`config.mk`:
```
export PLATFORM = sky130hd
export DESIGN_NAME = tour_cmd_sequencer
export DESIGN_NICKNAME = d
export VERILOG_FILES = /design/src/rtl/tour_seq_pkg.sv /design/src/rtl/seq_cmd_fifo.sv /design/src/rtl/tour_cmd_sequencer.sv
export SDC_FILE = /design/constraint.sdc
export NUM_CORES = 1
export LEC_CHECK = 0
export ABC_CLOCK_PERIOD_IN_PS = 3700
export CAP_MARGIN = 20
export CELL_PAD_IN_SITES_DETAIL_PLACEMENT = 1
export CELL_PAD_IN_SITES_GLOBAL_PLACEMENT = 2
export CORE_MARGIN = 2
export CORE_UTILIZATION = 47
export CTS_CLUSTER_SIZE = 25
export DETAILED_ROUTE_END_ITERATION = 6
export DONT_BUFFER_PORTS = 1
export MAX_ROUTING_LAYER = met4
export PLACE_DENSITY = 0.78
export SLEW_MARGIN = 20
export SYNTH_ARGS = -nofsm -noshare
export SYNTH_HDL_FRONTEND = slang
export SYNTH_SLANG_ARGS = --single-unit
```
`constraint.sdc`:
```
create_clock -name clk -period 3.7 [get_ports clk]
set_input_delay 1.11 -clock clk [delete_from_list [all_inputs] [get_ports clk]]
set_output_delay 1.11 -clock clk [all_outputs]
set_load 0.02 [all_outputs]
```
`src/rtl/tour_seq_pkg.sv`:
```
// Shared types and constants for the Knight command sequencer.
package tour_seq_pkg;

  typedef enum logic [2:0] {
    StIdle,
    StIssue,
    StWaitSent,
    StWaitResp,
    StCheck,
    StDone,
    StErr
  } seq_state_t;

  typedef enum logic [1:0] {
    ErrNone    = 2'd0,
    ErrNack    = 2'd1,
    ErrTimeout = 2'd2,
    ErrAbort   = 2'd3
  } err_code_t;

  localparam logic [7:0]  POS_ACK_DEFAULT = 8'hA5;
  localparam logic [15:0] CAL_GYRO        = 16'h2000;

endpackage

```
`src/rtl/seq_cmd_fifo.sv`:
```
// Command FIFO with wrap-bit pointers; full/empty are registered from the next-state pointers.
module seq_cmd_fifo #(
  parameter int unsigned DEPTH = 8,
  parameter int unsigned WIDTH = 16
) (
  input  logic             clk,
  input  logic             rst,
  input  logic             wr_en,
  input  logic [WIDTH-1:0] wr_data,
  input  logic             rd_en,
  output logic [WIDTH-1:0] rd_data,
  output logic             full,
  output logic             empty
);

  localparam int unsigned AW = $clog2(DEPTH);

  logic [WIDTH-1:0] mem_q [DEPTH];
  logic [AW:0]      wr_ptr_q, wr_ptr_d, rd_ptr_q, rd_ptr_d;
  logic             full_q, empty_q, do_wr, do_rd;

  // A push while full is dropped even if a pop happens in the same cycle.
  assign do_wr = wr_en && !full_q;
  assign do_rd = rd_en && !empty_q;

  always_comb begin
    wr_ptr_d = wr_ptr_q;
    rd_ptr_d = rd_ptr_q;
    if (do_wr) wr_ptr_d = wr_ptr_q + 1'b1;
    if (do_rd) rd_ptr_d = rd_ptr_q + 1'b1;
  end

  always_ff @(posedge clk or posedge rst) begin
    if (rst) begin
      wr_ptr_q <= '0;
      rd_ptr_q <= '0;
      full_q   <= 1'b0;
      empty_q  <= 1'b1;
    end else begin
      wr_ptr_q <= wr_ptr_d;
      rd_ptr_q <= rd_ptr_d;
      full_q   <= (wr_ptr_d[AW] != rd_ptr_d[AW]) && (wr_ptr_d[AW-1:0] == rd_ptr_d[AW-1:0]);
      empty_q  <= (wr_ptr_d == rd_ptr_d);
    end
  end

  always_ff @(posedge clk) begin
    if (do_wr) mem_q[wr_ptr_q[AW-1:0]] <= wr_data;
  end

  assign rd_data = mem_q[rd_ptr_q[AW-1:0]];
  assign full    = full_q;
  assign empty   = empty_q;

endmodule

```
`src/rtl/tour_cmd_sequencer.sv`:
```
// Queues Knight commands and issues them one at a time to RemoteComm, checking each response.
// Build option: define SEQ_RETRY_EN to retry a failed command up to twice before erroring.
module tour_cmd_sequencer
  import tour_seq_pkg::*;
#(
  parameter int unsigned DEPTH        = 8,
  parameter int unsigned TIMEOUT_CLKS = 1000000,
  parameter logic [7:0]  POS_ACK      = POS_ACK_DEFAULT
) (
  input  logic                       clk,
  input  logic                       rst,
  input  logic                       wr_en,
  input  logic [15:0]                wr_cmd,
  output logic                       full,
  output logic                       empty,
  input  logic                       start,
  input  logic                       abort,
  output logic [15:0]                cmd,
  output logic                       send_cmd,
  input  logic                       cmd_sent,
  input  logic                       resp_rdy,
  input  logic [7:0]                 resp,
  output logic                       busy,
  output logic                       done,
  output logic                       err,
  output logic [1:0]                 err_code,
  output logic [$clog2(DEPTH+1)-1:0] n_acked
);

  localparam int unsigned CntW     = $clog2(TIMEOUT_CLKS + 1);
  localparam int unsigned AckW     = $clog2(DEPTH + 1);
  localparam logic [CntW-1:0] CntMax   = CntW'(TIMEOUT_CLKS);
  localparam logic [CntW-1:0] CntLimit = CntW'(TIMEOUT_CLKS - 1);
`ifdef SEQ_RETRY_EN
  localparam logic [1:0] MaxRetries = 2'd2;
`else
  localparam logic [1:0] MaxRetries = 2'd0;
`endif

  seq_state_t       state_q, state_d;
  err_code_t        code_q, code_d, fail_code;
  logic [15:0]      cmd_q, cmd_d, fifo_head;
  logic [7:0]       resp_q, resp_d;
  logic [CntW-1:0]  cnt_q, cnt_d;
  logic [AckW-1:0]  acked_q, acked_d;
  logic [1:0]       retry_q, retry_d;
  logic             done_q, done_d, err_q, err_d;
  logic             pop, fail, timed_out;

  seq_cmd_fifo #(
    .DEPTH (DEPTH),
    .WIDTH (16)
  ) u_fifo (
    .clk     (clk),
    .rst     (rst),
    .wr_en   (wr_en),
    .wr_data (wr_cmd),
    .rd_en   (pop),
    .rd_data (fifo_head),
    .full    (full),
    .empty   (empty)
  );

  assign busy = (state_q == StIssue) || (state_q == StWaitSent) ||
                (state_q == StWaitResp) || (state_q == StCheck);
  // >= so a counter that passed the limit while leaving WAIT_SENT still trips.
  assign timed_out = (cnt_q >= CntLimit);

  always_comb begin
    state_d   = state_q;
    cmd_d     = cmd_q;
    resp_d    = resp_q;
    cnt_d     = (cnt_q != CntMax) ? cnt_q + 1'b1 : cnt_q;
    done_d    = done_q;
    err_d     = err_q;
    code_d    = code_q;
    acked_d   = acked_q;
    retry_d   = retry_q;
    pop       = 1'b0;
    fail      = 1'b0;
    fail_code = ErrNone;

    unique case (state_q)
      StIdle: begin
        if (start) begin
          done_d  = 1'b0;
          err_d   = 1'b0;
          code_d  = ErrNone;
          acked_d = '0;
          retry_d = '0;
          if (empty) begin
            state_d = StDone;
            done_d  = 1'b1;
          end else begin
            state_d = StIssue;
            pop     = 1'b1;
          end
        end
      end
      StIssue: state_d = StWaitSent;
      StWaitSent: begin
        if (cmd_sent && resp_rdy) begin
          state_d = StCheck;
          resp_d  = resp;
        end else if (cmd_sent) begin
          state_d = StWaitResp;
        end else if (timed_out) begin
          fail      = 1'b1;
          fail_code = ErrTimeout;
        end
      end
      StWaitResp: begin
        if (resp_rdy) begin
          state_d = StCheck;
          resp_d  = resp;
        end else if (timed_out) begin
          fail      = 1'b1;
          fail_code = ErrTimeout;
        end
      end
      StCheck: begin
        if (resp_q == POS_ACK) begin
          acked_d = acked_q + 1'b1;
          retry_d = '0;
          if (empty) begin
            state_d = StDone;
            done_d  = 1'b1;
          end else begin
            state_d = StIssue;
            pop     = 1'b1;
          end
        end else begin
          fail      = 1'b1;
          fail_code = ErrNack;
        end
      end
      StDone, StErr: state_d = StIdle;
      default: state_d = StIdle;
    endcase

    // A retry reissues the held command word without popping.
    if (fail) begin
      if (retry_q != MaxRetries) begin
        retry_d = retry_q + 1'b1;
        state_d = StIssue;
      end else begin
        state_d = StErr;
        err_d   = 1'b1;
        code_d  = fail_code;
      end
    end

    if (abort && busy) begin
      state_d = StErr;
      err_d   = 1'b1;
      code_d  = ErrAbort;
      pop     = 1'b0;
    end

    if (pop) cmd_d = fifo_head;
    if (state_d == StIssue) cnt_d = '0;
  end

  always_ff @(posedge clk or posedge rst) begin
    if (rst) begin
      state_q <= StIdle;
      cmd_q   <= '0;
      resp_q  <= '0;
      cnt_q   <= '0;
      done_q  <= 1'b0;
      err_q   <= 1'b0;
      code_q  <= ErrNone;
      acked_q <= '0;
      retry_q <= '0;
    end else begin
      state_q <= state_d;
      cmd_q   <= cmd_d;
      resp_q  <= resp_d;
      cnt_q   <= cnt_d;
      done_q  <= done_d;
      err_q   <= err_d;
      code_q  <= code_d;
      acked_q <= acked_d;
      retry_q <= retry_d;
    end
  end

  assign cmd      = cmd_q;
  assign send_cmd = (state_q == StIssue);
  assign done     = done_q;
  assign err      = err_q;
  assign err_code = code_q;
  assign n_acked  = acked_q;

endmodule

```
==> flow_metrics.py <==
metrics = {
    "sta": {
        "hold_violations": 0,
        "slew_violations": 0,
        "finalCritPeriodShare": 0.765,
        "tns_ns": 0,
        "fin_crit_ns": 2.83,
        "tightest_slew_ns": 0.888,
        "fmax_ghz": 0.353,
        "slew_headroom": 0.404,
        "fin_skew_ns": 0.00689,
        "finalSetupViolations": 0,
        "rsz0062_at_grt": "false",
        "hold_ws_ns": 0.493,
        "worst_slack_ns": 0.869,
    },
    "synthesis": {
        "async_reset_ff_frac": 0.344,
        "yosys_most_used_dff": "edfxtp_1",
        "syn_nets": 545,
        "yosysWarnings": 0,
        "synth_area_leader_cell": "edfxtp_1",
        "synth_area_um2": 8340,
        "synth.area.top_cells": "edfxtp_1 (46%), dfrtp_1 (20%), mux4_2 (8.9%)",
        "syn_inst": 508,
        "synth_top_area_frac": 0.461,
        "synth.yosys.seq_area_share": 0.662,
        "avgSynthCellArea_um2": 16.4,
        "synth_seq_cells": 195,
        "synth_edf_count": 128,
        "ys_types": 59,
    },
    "detailed_routing": {
        "via_per_inst": 5.65,
        "drc": 0,
        "vias": 4269,
        "routed_wirelength_mm": 16.9,
        "drtIter0Drc": 196,
        "wl_per_cell_um": 22.4,
        "ant_nets": 0,
        "dr.pass1.iters": 5,
    },
    "clocking": {
        "cts_sinks": 195,
        "worstSkewPairLatency_ns": 0.43,
        "cts_max_path_buffers": 2,
        "cts_tree": "built",
        "cts_root_buffer": "clkbuf_16",
        "cts-htree-levels": 4,
        "cts_resized": 0,
        "ctsHoldBuffers": 0,
        "path_clk_slew_ns": 0.07,
        "cts_made_buffers": 17,
        "cts_setup_buffers": 0,
    },
    "placed_design": {
        "place_congestion": 0.796,
        "dp_cells": 724,
        "dp_slack_ns": 0.770,
        "place_area_um2": 8630,
        "io_buffer_count": 0,
        "post-dp-hpwl_mm": 10.8,
    },
    "pwr": {
        "sw_frac_of_total": 0.336,
        "p_switching_mw": 2.46,
        "p_int_mw": 4.86,
        "cellLeakagePower_nw": 3.34,
        "peakVddDrop_mv": 0.397,
        "clkPwrFrac": 0.263,
        "powerDensity_nw_per_um2": 791,
        "pwr-share-seq": 0.462,
        "share_comb_of_total_power": 0.276,
        "total_power_mw": 7.32,
    },
    "floorplan": {
        "start_util": 0.482,
        "num_rows": 48,
        "die_h_um": 137,
        "dieArea_um2": 18800,
        "die_w_um": 137,
        "core_um2": 17300,
        "io_pins": 59,
    },
    "run_status": {
        "status": "finished, final reports clean",
    },
    "worst_setup_path": {
        "cpPeakStageDelay_ns": 0.66,
        "critPathKind": "flip-flop to output port",
        "rrSetupSlack_ns": 1.18,
        "cp_top_family": "flip-flops",
        "critPathSlowestCell": "dfrtp_1",
        "r2r-start": "state_q[0]",
        "reg2reg_to": "cmd[14]",
        "crit_fanout": 13,
        "critPathArrivalTime_ns": 1.72,
        "cp_cell_sequence": "nor3b_1",
        "path_buf_inv": 0,
        "worstSetupStartpointType": "flip-flop",
        "end_kind": "output port",
        "ff2ff_path_depth": 6,
        "crit_required_ns": 2.59,
    },
    "layout": {
        "nets": 555,
        "areaGrowthSynthToFinish_pct": 11.0,
        "n_antenna_cell": 0,
        "stdcell_count": 756,
        "filler_cell_count": 1615,
        "finalInstanceArea_um2": 9250,
        "final_util": 0.535,
        "drive_above_1_share": 0.254,
    },
    "global_route": {
        "grt_max_degree": 36,
        "grt_pass1_vias": 4749,
        "grt_use_total": 0.202,
        "antenna_found_initial": 0,
        "grt_overflow_total": 0,
        "grt_pass1_wl_mm": 27.0,
    },
    "hold_path": {
        "hold_end": "u_fifo.wr_ptr_q[3]",
        "worstHoldStart": "u_fifo.wr_ptr_q[3]",
        "hold_path_depth": 1,
        "min_path_type": "flip-flop to flip-flop",
    },
    "run": {
        "cap_violations": 0,
    },
}
==> power by group through the flow <==
| stage | logic [mW] | clock network [mW] | registers (mW) |
|---|---|---|---|
| 2_1_floorplan | 1.79 | 0 | 3.12 |
| 3_3_place_gp | 1.98 | 0 | 3.40 |
| 3_5_place_dp | 2.03 | 0 | 3.43 |
| 4_1_cts | 2.06 | 1.96 | 3.39 |
| 5_1_grt | 2.22 | 2.03 | 3.45 |
| 6_report | 2.02 | 1.92 | 3.38 |
==> layer usage <==
metal / routed length, um / up-vias / GRT usage
met4: 325 / 0 / 0.0739
met3: 763 / 28 / 0.0515
met1: 7290 / 2207 / 0.251
met2: 8540 / 76 / 0.324
li1: - / 1958 / -
met5: 0 / - / -
==> worst max-delay path by stage <==
stage / start / to / slack [ns] / cells past startpoint
after global placement: start / cmd[2] / 0.89 / 6
after detailed placement: start / cmd[5] / 0.77 / 6
after floorplan: wr_en / u_fifo.mem_q[0][0] / 0.38 / 3
after CTS: state_q[0] / send_cmd / 0.83 / 1
after global routing: state_q[0] / send_cmd / 0.78 / 1
final: state_q[0] / send_cmd / 0.87 / 1
==> worst register-to-register path, cell delays in order, from the launching register on <==
cell,delay [ns]
dfrtp_1,0.56
nor2_1,0.31
a41oi_2,0.35
a21oi_4,0.70
buf_12,0.30
nor2_1,0.07
a21oi_1,0.15
==> synthesized netlist by cell type, types with 8 or more instances <==
cell      count
xor2_1       20
mux2i_1      20
nand3_1      14
mux2_2       10
clkbuf_1      8
mux4_2       33
edfxtp_1    128
nor3_1        9
buf_2        12
nor2_1       31
xnor2_1      12
nand2_1      17
dfrtp_1      66
inv_1         8
nor3_2       19
a21oi_1      19
==> layout by cell type, fill, tap and decap left out, types with 2 or more instances in the layout <==
master,netlist,final
dfrtp_1,66,65
a21oi_1,19,18
mux2i_1,20,20
a211o_1,2,2
inv_8,0,3
nor3_1,9,5
nand3_1,14,14
mux4_2,33,33
inv_1,8,7
or4_4,2,2
nor3_2,19,23
ha_1,6,6
clkinv_4,0,3
nor2_1,31,31
and2_1,3,3
mux2_2,10,10
clkbuf_16,0,17
xnor2_1,12,12
inv_6,0,3
nand2b_1,6,6
nand4_1,6,6
bufinv_16,0,3
nor4_1,5,4
and4bb_2,2,2
o21ai_0,4,4
buf_4,2,16
nand3b_1,5,5
xor2_1,20,20
o21bai_1,2,2
nand2_1,17,17
edfxtp_1,128,128
and4_1,2,2
and3_1,4,4
or3_1,2,2
==> sequential cells by signal, summed over array words and instances (netlist names) <==
signal	flops
u_fifo.rd_ptr_q	4
err_code	2
u_fifo.full	1
done	1
cnt_q	20
u_fifo.empty	1
n_acked	4
err	1
u_fifo.mem_q	128
resp_q	8
state_q	3
cmd	16
retry_q	2
u_fifo.wr_ptr_q	4
==> final cells by class <==
class	instances	area [um^2]	area share
Sequential cell	195	5520	0.597
Multi-Input combinational cell	279	2650	0.287
Clock buffer	18	429	0.0464
Tap cell	225	282	0.0304
Clock inverter	14	196	0.0212
Timing Repair Buffer	17	140	0.0151
Inverter	8	30.0	0.00325
==> cells by family (layout without fill, tap and decap cells) <==
kind of cell,Yosys count,count (layout),share of synthesized area
compound gates,41,41,0.0387
xor+xnor,33,33,0.0363
fa+ha+maj,6,6,0.00900
buf+inv,34,57,0.0240
flops,195,195,0.662
mux,64,64,0.128
simple gates,135,135,0.101
Note: power is estimated with default switching activity, not from simulation.
